[src/rtl/cnt_capture.sv]
// Timestamp capture: extends an 8-bit counter to 16 bits via its carry-out and
// snapshots {wrap_cnt, cnt_in} on evt rising edges into a FWFT valid/ready FIFO.
module cnt_capture #(
  parameter int DEPTH = 4,
  parameter int AW    = 2
) (
  input  logic          clk,
  input  logic          rst,
  input  logic [7:0]    cnt_in,
  input  logic          cout_in,
  input  logic          load_in,
  input  logic          evt,
  output logic [15:0]   cap_data,
  output logic          cap_valid,
  input  logic          cap_ready,
  output logic [AW:0]   level,
  output logic          ovf,
  input  logic          ovf_clr
);

  localparam logic [AW:0] FULL = (AW+1)'(DEPTH);

  logic [7:0]    wrap_cnt;
  logic          evt_q;
  logic [15:0]   mem [DEPTH];
  logic [AW-1:0] wr_ptr;
  logic [AW-1:0] rd_ptr;
  logic [AW:0]   count;
  logic          push_req;
  logic          pop;
  logic          push;

  always_comb begin
    push_req = evt & ~evt_q;
    pop      = cap_valid & cap_ready;
    // a pop in the same cycle frees the slot, so a full FIFO can still accept
    push     = push_req & ((count != FULL) | pop);
  end

  always_ff @(posedge clk) begin
    if (rst) begin
      wrap_cnt <= '0;
      evt_q    <= 1'b1;
      wr_ptr   <= '0;
      rd_ptr   <= '0;
      count    <= '0;
      ovf      <= 1'b0;
    end else begin
      if (load_in)
        wrap_cnt <= '0;
      else if (cout_in)
        wrap_cnt <= wrap_cnt + 8'd1;

      evt_q <= evt;

      if (push)
        wr_ptr <= wr_ptr + AW'(1);
      if (pop)
        rd_ptr <= rd_ptr + AW'(1);

      case ({push, pop})
        2'b10:   count <= count + (AW+1)'(1);
        2'b01:   count <= count - (AW+1)'(1);
        default: count <= count;
      endcase

      if (push_req & ~push)
        ovf <= 1'b1;
      else if (ovf_clr)
        ovf <= 1'b0;
    end
  end

  // storage is not reset; its content is don't-care while the FIFO is empty
  always_ff @(posedge clk) begin
    if (!rst && push)
      mem[wr_ptr] <= {wrap_cnt, cnt_in};
  end

  assign cap_data  = mem[rd_ptr];
  assign cap_valid = (count != '0);
  assign level     = count;

endmodule

[config.mk]
export PLATFORM = sky130hd
export DESIGN_NAME = cnt_capture
export DESIGN_NICKNAME = d
export VERILOG_FILES = /design/src/rtl/cnt_capture.sv
export SDC_FILE = /design/constraint.sdc
export NUM_CORES = 1
export LEC_CHECK = 0
export BUFFER_PORTS_ARGS = -buffer_cell sky130_fd_sc_hd__buf_4
export CORE_ASPECT_RATIO = 2
export CORE_MARGIN = 2
export CORE_UTILIZATION = 45
export CTS_BUF_LIST = sky130_fd_sc_hd__clkbuf_4 sky130_fd_sc_hd__clkbuf_8 sky130_fd_sc_hd__clkbuf_16
export DETAILED_ROUTE_END_ITERATION = 10
export HOLD_SLACK_MARGIN = 0.08
export MAX_ROUTING_LAYER = met4
export PLACE_DENSITY = 0.7
export REMOVE_ABC_BUFFERS = 1
export SLEW_MARGIN = 10
export SYNTH_ARGS = -nofsm -noshare
export SYNTH_HDL_FRONTEND = slang
export SYNTH_SLANG_ARGS = --single-unit
[constraint.sdc]
create_clock -name clk -period 5.2 [get_ports clk]
set_input_delay 1.04 -clock clk [delete_from_list [all_inputs] [get_ports clk]]
set_output_delay 1.04 -clock clk [all_outputs]
set_load 0.02 [all_outputs]
### After elaboration in Yosys (flattened, before gate mapping)

Memory sizes are Yosys's and may differ from the RTL's. A register that Yosys moved wholly into a read port is not among the register bits.
Index checks and enable logic that the tools add are counted.

| word-level totals | value |
|---|---|
| output and inout bits | 21 |
| register bits | 17 |
| word-level logic and storage cells | 35 |
| input port bits | 15 |
| memories kept | 1 |
| bits in writable memories | 64 |

Memories:

| name | depth | width | read ports | clocked after memory_dff | write ports | RTL line | RTL |
|---|---|---|---|---|---|---|---|
| mem | 4 | 16 | 1 | 1 | 1 | 25 | `logic [15:0] mem [DEPTH];` |

| cells by class | value |
|---|---|
| equal/unequal tests | 3 |
| add/subtract/negate cells | 5 |
| muxes and demuxes | 7 |
| bitwise operators | 7 |
| reduce and logical (&&, ||, !) cells | 6 |

Operator list:

| operator | number |
|---|---|
| $add 8x1->8 const B | 1 |
| $pmux 3 s2 | 1 |
| $add 2x1->2 const B | 2 |
| $and 1x1->1 | 4 |
| $mux 1 | 4 |
| $mux 2 | 2 |
| $reduce_bool 2->1 | 2 |
| $add 3x1->3 const B | 1 |
| $ne 3x3->1 const B | 1 |
| $reduce_bool 3->1 | 1 |
| $sub 3x1->3 const B | 1 |
| $eq 2x1->1 const B | 1 |
| $eq 2x2->1 const B | 1 |
| $not 1->1 | 2 |
| $reduce_or 2->1 | 1 |
| $logic_and 1x1->1 | 1 |
| $logic_not 1->1 | 1 |
| $or 1x1->1 | 1 |

### Depth between registers and ports, before layout

| logic depth | value |
|---|---|
| depth after elaboration | 7 |
| mapped depth | 6 |
| gate-level depth less buffers | 6 |

### Worst setup path before layout

No wires, ideal clock.

| timing path | value |
|---|---|
| path kind | input to register |
| start | input port cap_ready |
| end | register count[2] (netlist: level[2]) |
| path buffers | 0 |
| data arrival time | 2.346 ns |
| data required time | 5.077 ns |
| setup time | 0.123 ns |
| stages | 6 |
| slack | 2.730 ns |
| path through | o31a_1 -> nand2_1 -> fa_1 -> nor4_2 -> a31oi_1 -> mux2_1 |

| between the ends | value |
|---|---|
| longest elaborated chain between the ends | 5 |
| elaborated cells on any way between the ends | 7 |
| classes of those cells | 2 x eq/ne; 1 x mux; 3 x bitwise; 1 x reduce/logical |

Ends and longest elaborated chain:

| what | RTL line | RTL |
|---|---|---|
| start, declared | 15 | `input logic cap_ready,` |
| $and 1x1->1 (*) | 35 | `pop = cap_valid & cap_ready;` |
| $or 1x1->1 | 37 | `push = push_req & ((count != FULL) \| pop);` |
| $and 1x1->1 | 37 |  |
| $eq 2x1->1 / $eq 2x2->1 (equally long branches) | 61 | `case ({push, pop})` |
| $pmux 3 s2 / $reduce_bool 2->1 (equally long branches) | n/a |  |
| end signal, assigned | 62 | `2'b10: count <= count + (AW+1)'(1);` |
| end signal, assigned | 63 | `2'b01: count <= count - (AW+1)'(1);` |
| end signal, assigned | 64 | `default: count <= count;` |
| end, declared | 28 | `logic [AW:0] count;` |

Mark *: on every way between the ends. The rest lies on a longest branch, timed or not.
A chain may end at the register's enable or synchronous reset.

==> results.toml <==
[synth]
yosysMostFrequentCell = "edfxtp_1"
ys_top_cells_by_area = "edfxtp_1 (60%), dfxtp_1 (12%), mux4_2 (11%)"
synth_edf_count = 64
synth_ff_type = "edfxtp_1"
async_flop_share_pct = 0
yosysTopAreaCell = "edfxtp_1"
ys_ff_latch = 83
synth_cell_types = 35
ys_warn_count = 0
syn_area_per_cell_sq_um = 17.63
ys_top_cells_by_count = "edfxtp_1 (64), dfxtp_1 (19), mux4_2 (16)"
synth_top_area_share_pct = 59.88
synth-seq-area-share_pct = 71.73
synth.cell_area_sq_mm = 0.003209
synthCells = 182

[status]
status = "finished, final reports clean"

[setup_path]
crit_type = "flip-flop to output pin"
cp_data_arrival_time_ps = 2160
worstPathMaxFanout = 16
r2r_cells = 6
cp-start-kind = "flip-flop"
crit_path_end_kind = "output pin"
crit_required_ps = 4160

[placed_design]
io_buffers = 35
dp_cells = 300
dp_worst_setup_slack_ps = 2251
gp_congestion = 0.7361
dp.final_hpwl_um = 3406

[floorplan]
placementRows = 43
design.core.area_sq_mm = 0.006940
die_y_um = 123.4
io_pins = 36
start_util_pct = 46.24
die_width_um = 63.72
dieArea_sq_mm = 0.007864

[global_routing]
overflow = 0
grt_first_pass_wirelength_um = 8114
grtUsageTotal_pct = 14.91
grt_start_max_net_pins = 17
antenna_found_initial = 0
grt_pass1_vias = 1692

[sta]
fin_setup_tns_ps = 0
setup_ws_ps = 1999
max_freq_ghz = 0.3124
period_minus_slack_ps = 3201
hold_ws_ps = 524.2
period_share_pct = 61.56
setup_violations = 0
slew_violations = 0
worst_clock_skew_ps = 4.405
hold_viol = 0
slew_headroom_pct = 28.68
worst_pin_slew_ps = 1068
rsz0062_at_grt = "no"

[worst_hold_path]
hp-class = "flip-flop to flip-flop"
hold_depth = 2

[clocking]
clockBufferDepth = 2
cts_resized = 0
cts_hold_buf = 0
clock-sinks = 83
cts_root_buffer = "clkbuf_16"
clk_latency_ps = 330
path_clk_slew_ps = 60
cts_buffers = 9
post_cts_buffers = 0
cts_tree = "done"
cts-htree-levels = 3

[final_layout]
antenna_cells = 0
final_cells = 316
fin_util_pct = 55.20
syn2layout_area_growth_pct = 19.38
nNetsFinal = 242
drive_gt1_share_pct = 32.74

[power]
ir_drop_uv = 171.6
p_per_area_mw_per_mm2 = 376.5
p_leak_nw = 1.289

[routing]
ant_nets = 0
routedWlPerCell_um = 16.15
vias = 1633
finalWirelength_um = 5102
via_per_inst = 5.168
drtPass1Iterations = 6
drtIter0Drc = 63
drcViolationCount = 0

[run]
cap_violations = 0
==> logic make-up (layout without fill, tap and decap cells) <==
logic type	Yosys count	in the layout	share of synthesized area [%]
XOR/XNOR	9	9	2.456
buffers and inverters	12	56	1.637
flip-flops	83	83	71.73
adder cells (fa/ha/maj)	6	6	2.573
AO/OA/AOI/OAI	11	11	2.066
AND/OR/NAND/NOR	41	41	7.018
multiplexers	20	20	12.51
==> power breakdown <==
| group | switching (W) | internal, W | leakage, nW |
|---|---|---|---|
| combinational | 0.0000567 | 0.0000677 | 0.433 |
| clock | 0.000242 | 0.000336 | 0.142 |
| sequential | 0.0000198 | 0.000721 | 0.714 |
| total | 0.000318 | 0.00112 | 1.29 |
==> critical path, cell delays in order (launching register included) <==
cell and delay (ps):
dfxtp_1 1020, mux4_2 630, buf_4 170
==> state kept, by name, indices dropped and copies added (netlist names), named ones only <==
name	flops
wr_ptr	2
wrap_cnt	8
rd_ptr	2
level	3
evt_q	1
ovf	1
mem	64
==> path summary, 6_finish.rpt <==
kind                      endpoint  slack [ps]              startpoint
max                   cap_data[14]        2000               flip-flop
min                      flip-flop         520  rd_ptr[1]$_SDFFE_PP0P_
max reg2reg  level[2]$_SDFFE_PP0P_        3170   level[0]$_SDFFE_PP0P_
min reg2reg              flip-flop         520  rd_ptr[1]$_SDFFE_PP0P_
==> cell usage in the layout, fill, tap and decap left out, types with 6 or more instances in the layout <==
cell,Yosys,final
nor2_1,13,13
edfxtp_1,64,64
mux4_2,16,16
dfxtp_1,19,19
clkbuf_16,0,9
nand2_1,6,6
buf_4,1,35
==> metrics by stage <==
step	total power, W	instance area, sq um
after global placement	0.0008807	3551
after global routing	0.001492	3831
after detailed placement	0.0008821	3551
after floorplan	0.0008292	3176
final	0.001442	3831
after CTS	0.001456	3831
==> per-layer routing <==
metal / vias up / routed length, um / global-route usage [%]
li1: 775 / - / -
met3: 8 / 152 / 4.186
met5: - / 0 / -
met1: 817 / 1859 / 13.86
met4: 0 / 135 / 8.967
met2: 33 / 2954 / 26.64
==> cell type report <==
type,instances,area [sq um]
clock buffer,10,239.0
clock inverter,6,41.29
fill,536,3109
inverter,5,18.77
multi-input combinational,87,854.6
sequential,83,2302
tap,90,112.6
timing repair buffer,35,262.8
(Power assumes the default switching activity.)
